==> src/rtl/multicycle_controller.sv <==
// Main control FSM of the multicycle RV32I core (lw, sw, R-type, I-type ALU, beq, jal).
// Moore selects/enables are registered from the next state; PCWrite and illegal also depend on Zero and op.
module multicycle_controller #(
    parameter int unsigned STATE_W = 4
) (
    input  logic               clk,
    input  logic               rst_n,
    input  logic [6:0]         op,
    input  logic               Zero,
    output logic               PCWrite,
    output logic               AdrSrc,
    output logic               MemWrite,
    output logic               IRWrite,
    output logic               RegWrite,
    output logic [1:0]         ResultSrc,
    output logic [1:0]         ALUSrcA,
    output logic [1:0]         ALUSrcB,
    output logic [1:0]         ALUOp,
    output logic [1:0]         ImmSrc,
    output logic               illegal,
    output logic [STATE_W-1:0] state_dbg
);

    typedef enum logic [STATE_W-1:0] {
        FETCH    = STATE_W'(0),
        DECODE   = STATE_W'(1),
        MEMADR   = STATE_W'(2),
        MEMREAD  = STATE_W'(3),
        MEMWB    = STATE_W'(4),
        MEMWRITE = STATE_W'(5),
        EXECUTER = STATE_W'(6),
        ALUWB    = STATE_W'(7),
        EXECUTEI = STATE_W'(8),
        JAL      = STATE_W'(9),
        BEQ      = STATE_W'(10)
    } state_t;

    localparam logic [6:0] OP_LW   = 7'b0000011;
    localparam logic [6:0] OP_SW   = 7'b0100011;
    localparam logic [6:0] OP_R    = 7'b0110011;
    localparam logic [6:0] OP_I    = 7'b0010011;
    localparam logic [6:0] OP_JAL  = 7'b1101111;
    localparam logic [6:0] OP_BEQ  = 7'b1100011;

    state_t     r_state;
    state_t     w_next;
    logic       w_unsupported;

    logic       r_pcupdate;
    logic       r_branch;
    logic       r_adrsrc;
    logic       r_memwrite;
    logic       r_irwrite;
    logic       r_regwrite;
    logic [1:0] r_resultsrc;
    logic [1:0] r_alusrca;
    logic [1:0] r_alusrcb;
    logic [1:0] r_aluop;

    always_comb begin
        w_unsupported = 1'b1;
        case (op)
            OP_LW, OP_SW, OP_R, OP_I, OP_JAL, OP_BEQ: w_unsupported = 1'b0;
            default:                                  w_unsupported = 1'b1;
        endcase
    end

    always_comb begin
        w_next = FETCH;
        case (r_state)
            FETCH:  w_next = DECODE;
            DECODE: begin
                case (op)
                    OP_LW, OP_SW: w_next = MEMADR;
                    OP_R:         w_next = EXECUTER;
                    OP_I:         w_next = EXECUTEI;
                    OP_JAL:       w_next = JAL;
                    OP_BEQ:       w_next = BEQ;
                    default:      w_next = FETCH;
                endcase
            end
            MEMADR:   w_next = (op == OP_LW) ? MEMREAD : MEMWRITE;
            MEMREAD:  w_next = MEMWB;
            EXECUTER: w_next = ALUWB;
            EXECUTEI: w_next = ALUWB;
            JAL:      w_next = ALUWB;
            default:  w_next = FETCH;
        endcase
    end

    // Outputs are loaded from the next state so they line up with r_state in the same cycle.
    always_ff @(posedge clk or negedge rst_n) begin
        if (!rst_n) begin
            r_state     <= FETCH;
            r_pcupdate  <= 1'b1;
            r_branch    <= 1'b0;
            r_adrsrc    <= 1'b0;
            r_memwrite  <= 1'b0;
            r_irwrite   <= 1'b1;
            r_regwrite  <= 1'b0;
            r_resultsrc <= 2'b10;
            r_alusrca   <= 2'b00;
            r_alusrcb   <= 2'b10;
            r_aluop     <= 2'b00;
        end else begin
            r_state     <= w_next;
            r_pcupdate  <= 1'b0;
            r_branch    <= 1'b0;
            r_adrsrc    <= 1'b0;
            r_memwrite  <= 1'b0;
            r_irwrite   <= 1'b0;
            r_regwrite  <= 1'b0;
            r_resultsrc <= '0;
            r_alusrca   <= '0;
            r_alusrcb   <= '0;
            r_aluop     <= '0;
            case (w_next)
                FETCH: begin
                    r_irwrite   <= 1'b1;
                    r_alusrcb   <= 2'b10;
                    r_resultsrc <= 2'b10;
                    r_pcupdate  <= 1'b1;
                end
                DECODE: begin
                    r_alusrca <= 2'b01;
                    r_alusrcb <= 2'b01;
                end
                MEMADR: begin
                    r_alusrca <= 2'b10;
                    r_alusrcb <= 2'b01;
                end
                MEMREAD: r_adrsrc <= 1'b1;
                MEMWB: begin
                    r_resultsrc <= 2'b01;
                    r_regwrite  <= 1'b1;
                end
                MEMWRITE: begin
                    r_adrsrc   <= 1'b1;
                    r_memwrite <= 1'b1;
                end
                EXECUTER: begin
                    r_alusrca <= 2'b10;
                    r_aluop   <= 2'b10;
                end
                EXECUTEI: begin
                    r_alusrca <= 2'b10;
                    r_alusrcb <= 2'b01;
                    r_aluop   <= 2'b10;
                end
                ALUWB: r_regwrite <= 1'b1;
                JAL: begin
                    r_alusrca  <= 2'b01;
                    r_alusrcb  <= 2'b10;
                    r_pcupdate <= 1'b1;
                end
                BEQ: begin
                    r_alusrca <= 2'b10;
                    r_aluop   <= 2'b01;
                    r_branch  <= 1'b1;
                end
                default: ;
            endcase
        end
    end

    always_comb begin
        case (op)
            OP_SW:   ImmSrc = 2'b01;
            OP_BEQ:  ImmSrc = 2'b10;
            OP_JAL:  ImmSrc = 2'b11;
            default: ImmSrc = 2'b00;
        endcase
    end

    // Enables are gated by rst_n so nothing writes while reset is held, even though FETCH is the reset state.
    assign PCWrite   = rst_n & ((r_branch & Zero) | r_pcupdate);
    assign MemWrite  = rst_n & r_memwrite;
    assign IRWrite   = rst_n & r_irwrite;
    assign RegWrite  = rst_n & r_regwrite;
    assign illegal   = rst_n & (r_state == DECODE) & w_unsupported;
    assign AdrSrc    = r_adrsrc;
    assign ResultSrc = r_resultsrc;
    assign ALUSrcA   = r_alusrca;
    assign ALUSrcB   = r_alusrcb;
    assign ALUOp     = r_aluop;
    assign state_dbg = r_state;

endmodule

==> config.mk <==
export PLATFORM = sky130hd
export DESIGN_NAME = multicycle_controller
export DESIGN_NICKNAME = d
export VERILOG_FILES = /design/src/rtl/multicycle_controller.sv
export SDC_FILE = /design/constraint.sdc
export NUM_CORES = 1
export LEC_CHECK = 0
export BUFFER_PORTS_ARGS = -buffer_cell sky130_fd_sc_hd__buf_4
export CAP_MARGIN = 20
export CORE_MARGIN = 10
export CORE_UTILIZATION = 47
export CTS_CLUSTER_DIAMETER = 80
export CTS_CLUSTER_SIZE = 40
export DETAILED_ROUTE_END_ITERATION = 8
export PLACE_DENSITY = 0.79
export RECOVER_POWER = 25
export SLEW_MARGIN = 20
export SYNTH_ARGS = -nofsm -noshare
export SYNTH_HDL_FRONTEND = slang
export SYNTH_SLANG_ARGS = --single-unit
==> constraint.sdc <==
create_clock -name clk -period 2.45 [get_ports clk]
set_clock_uncertainty 0.2 [all_clocks]
set_input_delay 0.1225 -clock clk [delete_from_list [all_inputs] [get_ports clk]]
set_output_delay 0.1225 -clock clk [all_outputs]
set_load 0.01 [all_outputs]
* Word level (Yosys, flattened, before mapping) *
Index checks and enable logic that the tools add are counted.

cells by class
  multiplexer cells = 15
  bitwise gates (word level) = 8
  reductions and logical operators = 12
  equal/unequal tests = 22

operators by type and width
  kind                                                                    number
  4-bit case mux with 5 select lines                                      2
  4-bit by 3-bit equality test with 1-bit output (second input constant)  5
  4-bit equality test (second input constant)                             5
  4-bit by 2-bit equality test with 1-bit output (second input constant)  4
  2-bit case mux with 2 select lines                                      4
  7-bit by 6-bit equality test with 1-bit output (second input constant)  2
  7-bit equality test (second input constant)                             2
  2-bit OR reduction                                                      6
  4-bit by 1-bit equality test with 1-bit output (second input constant)  2
  4-bit logical NOT                                                       2
  1-bit AND                                                               7
  7-bit by 2-bit equality test with 1-bit output (second input constant)  1
  7-bit by 5-bit equality test with 1-bit output (second input constant)  1
  1-bit two-way mux                                                       7
  2-bit case mux with 3 select lines                                      1
  3-bit OR reduction                                                      2
  6-bit OR reduction                                                      1
  4-bit OR reduction                                                      1
  3-bit two-way mux                                                       1
  1-bit bitwise OR                                                        1

storage, ports and cells
  output and inout port bits = 20
  logic and storage cells = 68
  flip-flop bits (word level) = 18
  input bits = 10

* Longest topological paths before layout *
Gate-level depths: netlist (run 1).

  depth in word-level cells = 7
  gate-level depth with buffers = 6
  mapped depth without buffers = 5

* Least setup slack after synthesis (run 1) *
OpenSTA, ideal clock, no wires.

  kind = register -> register
  start point = reg r_state[3] (netlist: state_dbg[3])
  end point = reg r_alusrcb[1] (netlist: ALUSrcB[1])
  stages on the path, launching flop included = 5
  path buffers = 0
  required time = 2.177 ns
  path slack = 0.708 ns
  arrival = 1.468 ns
  clock period less this slack = 1.742 ns
  library setup time = 0.073 ns
  cell sequence = dfrtp_1 -> nor4_2 -> o21ai_2 -> or2_1 -> a21oi_1

between the ends
  longest elaborated chain between the ends = 6
  elaborated cells between the ends (all ways) = 17
  classes of those cells = eq/ne (10); mux (2); reduce/logical (5)

ends and longest elaborated chain
  item                                                                                          line  source
  from (decl)                                                                                   45    state_t r_state;
  from (signal assigned)                                                                        106   r_state <= w_next;
  4-bit equality test / 4-bit by 3-bit equality test with 1-bit output (equally long branches)  70    case (r_state)
  3-bit OR reduction (no line)                                                                  --
  4-bit case mux with 5 select lines *                                                          70
  4-bit equality test (tied with other cells)                                                   117   case (w_next)
  3-bit OR reduction (no line) / 2-bit OR reduction (equally long branches)                     --
  2-bit case mux with 2 select lines *                                                          117
  to (signal assigned)                                                                          115   r_alusrcb <= '0;
  to (signal assigned)                                                                          120   r_alusrcb <= 2'b10;
  to (signal assigned)                                                                          126   r_alusrcb <= 2'b01;
  to (decl)                                                                                     57    logic [1:0] r_alusrcb;

Mark *: on every way between the ends. The rest lies on a longest branch, timed or not.

* Final worst setup path (run 1) *
  start point = in op[4]
  end point = reg r_alusrcb[1] (netlist: ALUSrcB[1])

between the ends
  longest elaborated chain between the ends = 7
  elaborated cells between the ends (all ways) = 18
  classes of those cells = eq/ne (10); mux (4); reduce/logical (4)

ends and longest elaborated chain
  item                                                                                                                     line    source
  from (decl)                                                                                                              8       input logic [6:0] op,
  7-bit by 2-bit equality test with 1-bit output / 7-bit by 6-bit equality test with 1-bit output (equally long branches)  73, 82
  2-bit OR reduction                                                                                                       73      case (op)
  4-bit case mux with 5 select lines                                                                                       73
  4-bit case mux with 5 select lines *                                                                                     70
  4-bit equality test (tied with other cells)                                                                              117
  3-bit OR reduction (no line) / 2-bit OR reduction (equally long branches)                                                --
  2-bit case mux with 2 select lines *                                                                                     117

Marks and branches as above.

==> run summary, run 1 <==
- **Post-CTS Setup Repair Bufs** 0
- **terminus of the critical flop-to-flop path** ALUSrcB[1]$_DFF_PN1_
- **first-pass GRT wire length** 3663 µm
- **final antenna-violating net count** 0
- **Fillers** 147
- **GP Congestion** 0.8299
- **transition time at the pin with the least slew margin** 924.4 ps
- **number of buffers on the longest clock path** 2
- **Peak VDD IR** 0.0006387 V
- **final instance area** 1147 µm²
- **combinational share of power** 0.369
- **synthesized area** 852.1 µm²
- **share of cells above drive strength 1** 0.3761
- **Synth cell types** 35
- **register area** 404.1 µm²
- **row cnt** 15
- **synthesized area per cell** 10.27 µm²
- **Hold Path Class** in -> reg
- **dominant register cell in the synthesized netlist** sky130_fd_sc_hd__dfrtp_1
- **Sequential Power Share** 0.429
- **cell accounting for the most synthesized area** sky130_fd_sc_hd__dfrtp_1
- **Sw Pwr** 0.0002882 W
- **power density of the placed cells** 762.8 nW/µm²
- **floorplan die area** 3916 µm²
- **R2R Path Start** state_dbg[0]$_DFF_PN0_
- **critical path cell sequence** dlygate4sd3_1 -> buf_4 -> nand4b_1 -> nor3_1 -> o32ai_2 -> or2_1 -> a21oi_1
- **non-filler instance count after layout** 142
- **internal power** 0.0005870 W
- **maximum clock frequency** 469.6 MHz
- **startpoint kind of the worst setup timing path** input port
- **iteration-0 DRC count of the detailed router** 27
- **depth of the CTS H-tree** 1
- **Worst Reg-to-Reg Cells** 5
- **Die Ht** 62.58 µm
- **DR WL/cell** 14.97 µm
- **area fraction of the dominant cell type after synthesis** 0.3818
- **number of port buffers** 29
- **critical path buffer and inverter count** 2
- **number of antenna violations at the first check in global routing** 0
- **CP Max Fanout** 8
- **post-synthesis net count** 93
- **largest stage delay on the critical path** 540 ps
- **required time of the critical path** 2470 ps
- **Hold Path Depth** 4
- **synthesized netlist cell count** 83
- **final hold violations** 0
- **pin count of the biggest net entering global routing** 22
- **setup TNS after final layout** 0 ps
- **Min-Delay Startpoint** op[6]
- **Post-DP Area** 1075 µm²
- **Async SR Flop Fraction** 1.000
- **overall routing resource usage** 0.1141
- **clock edge transition at the registers on the reported setup and hold paths** 90 ps
- **clock group share of total power** 0.202
- **status** completed
- **number of DRC violations after detailed routing** 0
- **total of warnings raised by yosys** 0
- **kind of end point of the critical path** flip-flop
- **Max-Slew Margin vs Limit** 0.3837
- **reg-to-reg slack, setup** 460 ps
- **Syn-to-layout area delta** 34.65%
- **# diodes** 0
- **worst-skew pair later-pin latency** 290 ps
- **cell with the biggest individual delay on the critical path** sky130_fd_sc_hd__dlygate4sd3_1
- **cell types occupying the most area after synthesis** sky130_fd_sc_hd__dfrtp_1 38%, sky130_fd_sc_hd__dfstp_2 9.3%, sky130_fd_sc_hd__nor3_1 3.5%
- **horizontal die dimension** 62.58 µm
- **most numerous cell in the Yosys netlist** sky130_fd_sc_hd__dfrtp_1
- **via density per instance** 5.345
- **number of maximum-capacitance constraint violations** 0
- **reported leakage power** 0.5931 nW
- **placed wire-length estimate after detailed placement** 1692 µm
- **CTS tree** built
- **Top-Level Pins** 30
- **total via count in the routed design** 759
- **Post-Place Cells** 134
- **master cell of the clock root buffer** sky130_fd_sc_hd__clkbuf_4
- **final cycle utilization of the critical path** 0.8692
- **final layout net count** 128
- **Post-Route WL** 2126 µm
- **unrepaired setup endpoints after global routing** false
- **1st-pass router iterations** 4
- **category of the critical setup timing path** in -> reg
- **number of synthesized register bits** 16
- **Pins Over Slew Limit** 0
- **post-layout min period** 2129 ps
- **vias in the first global route** 722
- **Min-Delay Endpoint** ALUOp[1]$_DFF_PN0_
- **Initial Util** 0.4935
- **number of synthesized flops with an enable pin** 0
- **Num CTS Buffers** 3
- **area of the core** 1727 µm²
- **critical path arrival** 2150 ps
- **Setup violations, final** 0
- **top cell types by occurrence after synthesis** 13 x sky130_fd_sc_hd__dfrtp_1, 7 x sky130_fd_sc_hd__nand2_1, 6 x sky130_fd_sc_hd__nor3_1, 5 x sky130_fd_sc_hd__inv_1
- **footprint of the multi-input gates** 402.9 µm²
- **switching fraction of total power** 0.3293
- **aggregate global routing overflow** 0
- **largest delay contributor family on the critical path** simple AND/OR/NAND/NOR gates
- **Clock Sinks** 16
- **sequential area share after synthesis** 0.4743
per-layer routing:
metal	vias to the layer above	track usage	wire length [µm]
li1	364	-	-
met1	364	0.1284	865
met4	0	0.05028	29
met2	27	0.1949	1105
met5	-	0	0
met3	4	0.03226	125
what timing repair did:
item / 4_1_cts / 5_1_grt
hold endpoints to repair: 20 / 0
gates resized for setup: 0 / 0
hold buffers: 4 / 0
registers in the layout, indices dropped and copies added, names as in the netlist:
register    cells
state_dbg       4
ALUOp           1
r_memwrite      1
r_pcupdate      1
ALUSrcB         2
r_branch        1
ResultSrc       1
r_irwrite       1
ALUSrcA         2
r_regwrite      1
AdrSrc          1
per-stage QoR:
stage | total power (W) | hold WS (ps) | setup WS, ps | utilization
3_5_place_dp | 0.0007041 | -200.6 | 515.1 | 0.6225
5_1_grt | 0.0009312 | 97.78 | 140.0 | 0.6645
6_report | 0.0008752 | 65.80 | 320.5 | 0.6645
3_3_place_gp | 0.0006923 | -199.4 | 600.3 | 0.6225
4_1_cts | 0.0008876 | 27.48 | 351.5 | 0.6667
2_1_floorplan | 0.0005617 | -373.1 | 708.2 | -
area by class of cell:
cell class,count,area share
multi-input combinational,59,0.3511
timing repair buffer,33,0.2214
tap,25,0.02726
sequential,16,0.3522
clock buffer,4,0.03162
inverter,5,0.01636
how the worst max path moves through the flow:
stage | from | endpoint | slack [ps] | cells after the start
2_1_floorplan | state_dbg[3]$_DFF_PN0_ | ALUSrcB[1]$_DFF_PN1_ | 710 | 4
3_3_place_gp | state_dbg[3]$_DFF_PN0_ | r_pcupdate$_DFF_PN1_ | 600 | 4
3_5_place_dp | state_dbg[0]$_DFF_PN0_ | ALUSrcB[1]$_DFF_PN1_ | 520 | 5
4_1_cts | op[4] | ImmSrc[0] | 350 | 6
5_1_grt | rst_n | illegal | 140 | 5
6_report | op[4] | ALUSrcB[1]$_DFF_PN1_ | 320 | 7
tightest hold or removal path, cell delays in order:
cell and delay [ps]:
sky130_fd_sc_hd__buf_4 130, sky130_fd_sc_hd__nor2_1 60, sky130_fd_sc_hd__nand4_1 140, sky130_fd_sc_hd__nand2_1 80
power by group through the flow:
| stage | sequential [W] | combinational [W] | clock (W) |
|---|---|---|---|
| after CTS | 0.000375 | 0.000329 | 0.000184 |
| final | 0.000375 | 0.000323 | 0.000177 |
| after global placement | 0.000376 | 0.000317 | 0 |
| after global routing | 0.000382 | 0.000358 | 0.000191 |
| after detailed placement | 0.000381 | 0.000323 | 0 |
| after floorplan | 0.000393 | 0.000168 | 0 |
cell usage in the layout (no fill, tap or decap), types with 2 or more instances in the layout:
master	Yosys	layout
sky130_fd_sc_hd__and3_1	3	3
sky130_fd_sc_hd__nand4_1	2	2
sky130_fd_sc_hd__nor2_1	4	4
sky130_fd_sc_hd__clkbuf_4	0	3
sky130_fd_sc_hd__and2_1	3	3
sky130_fd_sc_hd__dlygate4sd3_1	0	4
sky130_fd_sc_hd__nor2b_1	2	2
sky130_fd_sc_hd__buf_4	2	28
sky130_fd_sc_hd__nand3_1	3	3
sky130_fd_sc_hd__dfrtp_1	13	13
sky130_fd_sc_hd__dfstp_2	3	3
sky130_fd_sc_hd__nand2_1	7	7
sky130_fd_sc_hd__inv_1	5	5
sky130_fd_sc_hd__nand3b_1	3	3
sky130_fd_sc_hd__nor4_1	2	2
sky130_fd_sc_hd__nor3_1	6	6
sky130_fd_sc_hd__xor2_1	2	2
sky130_fd_sc_hd__a21oi_1	4	4
kinds of logic (layout without fill, tap and decap cells):
kind of cell	Yosys count	in the layout	synth area share
adders and majority gates	1	1	0.01175
AOI/OAI and AO/OA	9	9	0.08224
and+or+nand+nor	47	47	0.3583
DFF	16	16	0.4743
xor gates and xnor gates	2	2	0.02056
buffers and inverters	8	42	0.05286
(Power assumes the default switching activity.)
==> run 2: changes to the inputs <==
- ABC_AREA: default -> 1
- CELL_PAD_IN_SITES_DETAIL_PLACEMENT: default -> 1
- CELL_PAD_IN_SITES_GLOBAL_PLACEMENT: default -> 1
- CORE_UTILIZATION: 47 -> 34
==> run 2 against run 1 <==
  * Critical path depth fell by 1
  * Hold slack got worse by 41 ps
  * Total power rose by 7.4%
  * Sequential power barely moved
  * Routed wire length rose by 23%
  * Clock power rose by 3%
  * Combinational power rose by 19%
  * First-iteration DRC count rose by 74%
  * Setup slack improved by 180 ps
  * Sequential share of layout area fell by 2.1 points
  * Count of clock-buffer cells in the layout did not move
  * Cell area rose by 6.4%
  * Critical path type is now reg -> out
  * Largest power group is now combinational logic
==> run summary, run 2 <==
- **status** completed
- **synthesized netlist cell count** 122, +47%
- **post-layout min period** 1952 ps, -177.5 ps
- **reported leakage power** 0.7537 nW, +27%
- **dominant register cell in the synthesized netlist** sky130_fd_sc_hd__dfrtp_1
- **synthesized area per cell** 7.579 µm², -26%
- **share of cells above drive strength 1** 0.4258, +0.04974
- **aggregate global routing overflow** 0, unchanged
- **final layout net count** 166, +30%
- **max FFs per register** 4, unchanged
- **Die Ht** 72.15 µm, +15%
- **number of buffers on the longest clock path** 2, unchanged
- **power density of the placed cells** 769.9 nW/µm², +0.93%
- **number of DRC violations after detailed routing** 0, unchanged
- **pin count of the biggest net entering global routing** 22, unchanged
- **leading cell type in the layout, fill and taps excluded** sky130_fd_sc_hd__nand2_1
- **# resized after CTS** 0, unchanged
- **Clock Sinks** 16, unchanged
- **kind of end point of the critical path** output port
- **category of the critical setup timing path** reg -> out
- **1st-pass router iterations** 4, unchanged
- **transition time at the pin with the least slew margin** 257.3 ps, -667.2 ps
- **clock edge transition at the registers on the reported setup and hold paths** 100 ps, about the same
- **Post-DP Area** 1165 µm², +8.4%
- **iteration-0 DRC count of the detailed router** 47, +74%
- **Synth cell types** 21, -40%
- **floorplan die area** 5206 µm², +33%
- **cell accounting for the most synthesized area** sky130_fd_sc_hd__dfrtp_1
- **Syn-to-layout area delta** 32.07%
- **R2R Path Start** state_dbg[2]$_DFF_PN0_
- **row cnt** 18, +3
- **required time of the critical path** 2130 ps, -340 ps
- **largest delay contributor family on the critical path** flip-flops
- **total of warnings raised by yosys** 0, unchanged
- **largest stage delay on the critical path** 450 ps, -90 ps
- **final cycle utilization of the critical path** 0.7967, -0.07244
- **sequential area share after synthesis** 0.4371, -0.03723
- **critical path arrival** 1630 ps, -520 ps
- **number of synthesized flops with an enable pin** 0, unchanged
- **post-synthesis net count** 132, +42%
- **area of the core** 2545 µm², +47%
- **# diodes** 0, unchanged
- **Async SR Flop Fraction** 1.000, unchanged
- **Top-Level Pins** 30, unchanged
- **master cell of the clock root buffer** sky130_fd_sc_hd__clkbuf_4
- **setup TNS after final layout** 0 ps, unchanged
- **first-pass GRT wire length** 4353 µm, +19%
- **Num CTS Buffers** 3, unchanged
- **Hold Path Class** in -> async
- **critical path buffer and inverter count** 2, unchanged
- **Initial Util** 0.3633, -0.1302
- **vias in the first global route** 917, +27%
- **via density per instance** 4.697, -12%
- **Worst Reg-to-Reg Cells** 8, +3
- **overall routing resource usage** 0.1041, -0.01003
- **GP Congestion** 0.7580, -8.7%
- **terminus of the critical flop-to-flop path** ALUSrcA[1]$_DFF_PN0_
- **Max-Slew Margin vs Limit** 0.8285, +0.4448
- **depth of the CTS H-tree** 1, unchanged
- **unrepaired setup endpoints after global routing** false
- **cell types occupying the most area after synthesis** sky130_fd_sc_hd__dfrtp_1 35%, sky130_fd_sc_hd__nand2_1 13%, sky130_fd_sc_hd__dfstp_2 8.5%
- **final antenna-violating net count** 0, unchanged
- **startpoint kind of the worst setup timing path** flip-flop
- **total via count in the routed design** 869, +14%
- **reg-to-reg slack, setup** 810 ps, +350 ps
- **top cell types by occurrence after synthesis** 31 x sky130_fd_sc_hd__nand2_1, 16 x sky130_fd_sc_hd__inv_1, 13 x sky130_fd_sc_hd__dfrtp_1, 13 x sky130_fd_sc_hd__nor2_1
- **final instance area** 1221 µm², +6.4%
- **number of port buffers** 29, unchanged
- **maximum clock frequency** 512.3 MHz, +9.1%
- **DR WL/cell** 14.10 µm, -5.8%
- **number of antenna violations at the first check in global routing** 0, unchanged
- **area fraction of the dominant cell type after synthesis** 0.3518, -0.02996
- **most numerous cell in the Yosys netlist** sky130_fd_sc_hd__nand2_1
- **critical path cell sequence** nor2_2 -> inv_2 -> nor2_4 -> nand2_1 -> a211oi_1 -> buf_4
- **worst-skew pair later-pin latency** 300 ps, about the same
- **CTS tree** built
- **placed wire-length estimate after detailed placement** 2148 µm, +27%
- **Post-Route WL** 2609 µm, +23%
- **CP Max Fanout** 5, -3
- **number of maximum-capacitance constraint violations** 0, unchanged
- **Post-CTS Setup Repair Bufs** 0, unchanged
- **most frequent cells in the layout** 31 x sky130_fd_sc_hd__nand2_1, 29 x sky130_fd_sc_hd__buf_4, 16 x sky130_fd_sc_hd__inv_1
- **Pins Over Slew Limit** 0, unchanged
- **Setup violations, final** 0, unchanged
- **horizontal die dimension** 72.15 µm, +15%
- **number of synthesized register bits** 16, unchanged
- **final hold violations** 0, unchanged
- **Peak VDD IR** 0.0004056 V, -36%
- **cell with the biggest individual delay on the critical path** sky130_fd_sc_hd__dfrtp_1
- **synthesized area** 924.6 µm², +8.5%
[run 2: changes by cell type after synthesis, sizes merged, moves of 3 or more]
cell	change
nand3	+7
nor3	-5
nor4	-3
a21oi	-3
and3	-3
nand3b	-4
nor2	+16
inv	+20
nand2	+33
and2	-3
[run 2: worst max-delay path by stage]
stage,from,end,slack [ps],cells after the start
2_1_floorplan,state_dbg[2]$_DFF_PN0_,illegal,970,5
3_3_place_gp,state_dbg[2]$_DFF_PN0_,illegal,900,6
3_5_place_dp,state_dbg[2]$_DFF_PN0_,ALUSrcB[0]$_DFF_PN0_,830,8
4_1_cts,state_dbg[2]$_DFF_PN0_,illegal,530,6
5_1_grt,state_dbg[2]$_DFF_PN0_,illegal,330,6
6_report,state_dbg[2]$_DFF_PN0_,illegal,500,6
[run 2: final cells by class]
class | instances | area (µm²)
clock buffers | 4 | 36.28
fillers | 344 | 1324
inverters | 26 | 97.59
multi-input cells | 78 | 407.9
flip-flops and latches | 16 | 404.1
well taps | 30 | 37.54
repair buffers | 31 | 237.7
[run 2: stage by stage]
| stage | instances | hold WS, ps | setup WS (ps) | total power [W] | util |
|---|---|---|---|---|---|
| 6_report | 185 | 24.95 | 498.0 | 0.0009402 | 0.4798 |
| 2_1_floorplan | 122 | -373.1 | 969.7 | 0.0006048 | - |
| 3_5_place_dp | 179 | -187.7 | 826.6 | 0.0007689 | 0.4577 |
| 3_3_place_gp | 179 | -194.6 | 898.0 | 0.0007599 | 0.4577 |
| 4_1_cts | 185 | 29.14 | 534.1 | 0.0009540 | 0.4798 |
| 5_1_grt | 185 | 54.55 | 326.8 | 0.001015 | 0.4798 |
[run 2: kinds of logic (layout without fill, tap and decap cells)]
kind of cell           count (synthesis)  after routing  synth area share
and+or+nand+nor                       74             74            0.4141
DFF                                   16             16            0.4371
AOI/OAI and AO/OA                      4              4           0.02706
buffers and inverters                 28             61            0.1218
[run 2: per-layer routing]
layer	vias to the layer above	GRT usage	wire length [µm]
li1	428	-	-
met1	416	0.1130	1102
met2	21	0.1788	1301
met3	4	0.03129	147
met4	0	0.05161	57
met5	-	0	0
[run 2: worst register-to-register path, stage by stage, from the launching register on]
cell and delay (ps):
sky130_fd_sc_hd__dfrtp_1 450, sky130_fd_sc_hd__nor2_2 150, sky130_fd_sc_hd__inv_2 80, sky130_fd_sc_hd__nor2_4 140, sky130_fd_sc_hd__nand3_1 180, sky130_fd_sc_hd__nand2_1 120, sky130_fd_sc_hd__nor2_2 50, sky130_fd_sc_hd__nand3_2 80
sky130_fd_sc_hd__nand3_1 70
[run 2: timing repair]
| item | CTS | global route |
|---|---|---|
| hold buffers | 2 | 0 |
| setup endpoints to repair | 0 | 0 |
| hold endpoints to repair | 17 | 0 |
[run 2: power breakdown]
group / total [W] / switching, W / internal [W] / leakage (nW)
combinational: 0.000383 / 0.000219 / 0.000163 / 0.527
sequential: 0.000376 / 0.0000351 / 0.000341 / 0.206
clock: 0.000182 / 0.0000912 / 0.0000906 / 0.0210
total: 0.000940 / 0.000346 / 0.000595 / 0.754
==> run 3: changes to the inputs <==
- clock period: 2.45 -> 1.8 ns (I/O delays scaled with it)
==> run 3 against run 2 <==
  * The run now ends with negative hold slack left
  * Hold slack got worse by 36 ps
  * Core utilization rose by 2.6 points
  * Sequential power rose by 35%
==> run summary, run 3 (synthesis results as in run 2) <==
- **Clock Sinks** 16, unchanged
- **Sequential Power Share** 0.383, -0.017
- **Post-DP Area** 1165 µm², unchanged
- **clock group share of total power** 0.182, -0.011
- **first-pass GRT wire length** 4843 µm, +11%
- **Hold Path Class** in -> reg
- **clock edge transition at the registers on the reported setup and hold paths** 100 ps, about the same
- **switching fraction of total power** 0.3788, +0.01116
- **vias in the first global route** 1026, +12%
- **required time of the critical path** 1510 ps, -620 ps
- **critical path arrival** 1480 ps, -150 ps
- **Num CTS Buffers** 3, unchanged
- **placed wire-length estimate after detailed placement** 2261 µm, +5.3%
- **number of maximum-capacitance constraint violations** 0, unchanged
- **Initial Util** 0.3633, unchanged
- **via density per instance** 4.691, -0.13%
- **final hold violations** 1, +1
- **Worst Hold Margin** -11.44 ps, -36.39 ps
- **Max-Slew Margin vs Limit** 0.8254, -0.003069
- **combinational share of power** 0.436, +0.029
- **internal power** 0.0008261 W, +39%
- **Syn-to-layout area delta** 39.24%
- **DR WL/cell** 15.11 µm, +7.1%
- **Post-Place Cells** 179, unchanged
- **post-layout min period** 1770 ps
- **Fillers** 320, -7.0%
- **Met2 Routed Length** 1623 µm, +25%
- **Die Ht** 72.15 µm, unchanged
- **status** finished, violations left
- **depth of the CTS H-tree** 1, unchanged
- **startpoint kind of the worst setup timing path** flip-flop
- **1st-pass router iterations** 4, unchanged
- **Setup violations, final** 0, unchanged
- **non-filler instance count after layout** 191, +3.2%
- **maximum clock frequency** 564.8 MHz
- **wire length on met3** 146 µm, -0.68%
- **number of buffers on the longest clock path** 2, unchanged
- **pin count of the biggest net entering global routing** 22, unchanged
- **number of port buffers** 29, unchanged
- **transition time at the pin with the least slew margin** 261.9 ps, +4.604 ps
- **master cell of the clock root buffer** sky130_fd_sc_hd__clkbuf_4
- **aggregate global routing overflow** 0, unchanged
- **final cycle utilization of the critical path** 0.9836
- **kind of end point of the critical path** output port
- **total via count in the routed design** 896, +3.1%
- **Top-Level Pins** 30, unchanged
- **final instance area** 1287 µm², +5.4%
- **share of cells above drive strength 1** 0.4783, +0.05245
- **Post-Route WL** 2886 µm, +11%
- **worst-skew pair later-pin latency** 280 ps, -20 ps
- **final layout net count** 172, +3.6%
- **CTS tree** built
- **unrepaired setup endpoints after global routing** true
- **power density of the placed cells** 1033 nW/µm², +34%
- **final antenna-violating net count** 0, unchanged
- **floorplan die area** 5206 µm², unchanged
- **setup TNS after final layout** 0 ps, unchanged
- **row cnt** 18, unchanged
- **cell with the biggest individual delay on the critical path** sky130_fd_sc_hd__dfrtp_1
- **horizontal die dimension** 72.15 µm, unchanged
- **number of antenna violations at the first check in global routing** 0, unchanged
- **overall routing resource usage** 0.1159, +0.01179
- **category of the critical setup timing path** reg -> out
- **worst setup slack after layout** 29.60 ps, -468.4 ps
- **Pins Over Slew Limit** 0, unchanged
- **GP Congestion** 0.7708, +1.7%
- **Peak VDD IR** 0.0004784 V, +18%
- **critical path cell sequence** nor2_2 -> inv_2 -> nor2_4 -> nand2_2 -> a211oi_2 -> buf_4
- **max FFs per register** 4, unchanged
- **highest layer used for signal routing** met4
- **area of the core** 2545 µm², unchanged
- **number of DRC violations after detailed routing** 0, unchanged
- **Met1 Routed Length** 1082 µm, -1.8%
- **pre-CTS WS** 180.0 ps, -646.5 ps
- **most frequent cells in the layout** 35 x sky130_fd_sc_hd__buf_4, 30 x sky130_fd_sc_hd__nand2_1, 15 x sky130_fd_sc_hd__inv_1
- **violated checks** negative hold slack
- **CP Max Fanout** 4, -1
- **# diodes** 0, unchanged
- **iteration-0 DRC count of the detailed router** 49, +4.3%
- **leading cell type in the layout, fill and taps excluded** sky130_fd_sc_hd__buf_4
- **Sw Pwr** 0.0005038 W, +46%
- **largest stage delay on the critical path** 410 ps, -40 ps
- **reported leakage power** 0.7855 nW, +4.2%
## run 3: worst max-delay path, delay by kind of cell, from the launching register on
kind,cells,cell delay (ps)
buffers and inverters,2,230
AND/OR/NAND/NOR,3,420
flip-flops,1,410
AO/OA/AOI/OAI,1,140
## run 3: what timing repair did
item / CTS / global route
pin swaps: 1 / 4
hold buffers: 3 / 0
setup buffers: 3 / 3
hold endpoints to repair: 18 / 0
setup endpoints to repair: 1 / 2
gates resized for setup: 2 / 4
## run 3: layout make-up
cell class / instances / area (µm²) / share of cell area
Tap cell: 30 / 37.54 / 0.02915
Sequential cell: 16 / 405.4 / 0.3149
Inverter: 26 / 97.59 / 0.07580
Clock buffer: 4 / 36.28 / 0.02818
Multi-Input combinational cell: 78 / 427.9 / 0.3324
Timing Repair Buffer: 37 / 282.8 / 0.2196
## run 3: through the flow
stage / total power, W / utilization
floorplan: 0.0008232 / -
global placement: 0.001035 / 0.4577
detailed placement: 0.001062 / 0.4577
CTS: 0.001327 / 0.4951
global route: 0.001435 / 0.5059
finish: 0.001330 / 0.5059
## run 3: power by group through the flow
stage / clock network, W / registers (W) / logic, W
final: 0.000242 / 0.000509 / 0.000579
after detailed placement: 0 / 0.000520 / 0.000542
after global placement: 0 / 0.000514 / 0.000521
after CTS: 0.000245 / 0.000510 / 0.000571
after floorplan: 0 / 0.000540 / 0.000283
after global routing: 0.000261 / 0.000526 / 0.000648
## run 3: path summary, 6_finish.rpt
kind                                        startpoint                     end  slack [ps]  depth (start not counted)
worst max-delay path            state_dbg[3]$_DFF_PN0_                 illegal          30                          6
worst min-delay path                             op[4]      ALUOp[1]$_DFF_PN0_         -10                          5
worst max register to register  state_dbg[3]$_DFF_PN0_    r_pcupdate$_DFF_PN1_          60                         11
worst min register to register  state_dbg[3]$_DFF_PN0_        AdrSrc$_DFF_PN0_         420                          3
max in group asynchronous                        rst_n    r_pcupdate$_DFF_PN1_        1120                          2
min in group asynchronous                        rst_n  state_dbg[3]$_DFF_PN0_          20                          2
## run 3: metal layers
| layer | global-route usage | vias up |
|---|---|---|
| met5 | 0 | - |
| met4 | 0.03656 | 0 |
| met3 | 0.03129 | 2 |
| met2 | 0.2245 | 21 |
| met1 | 0.1149 | 431 |
| li1 | - | 442 |
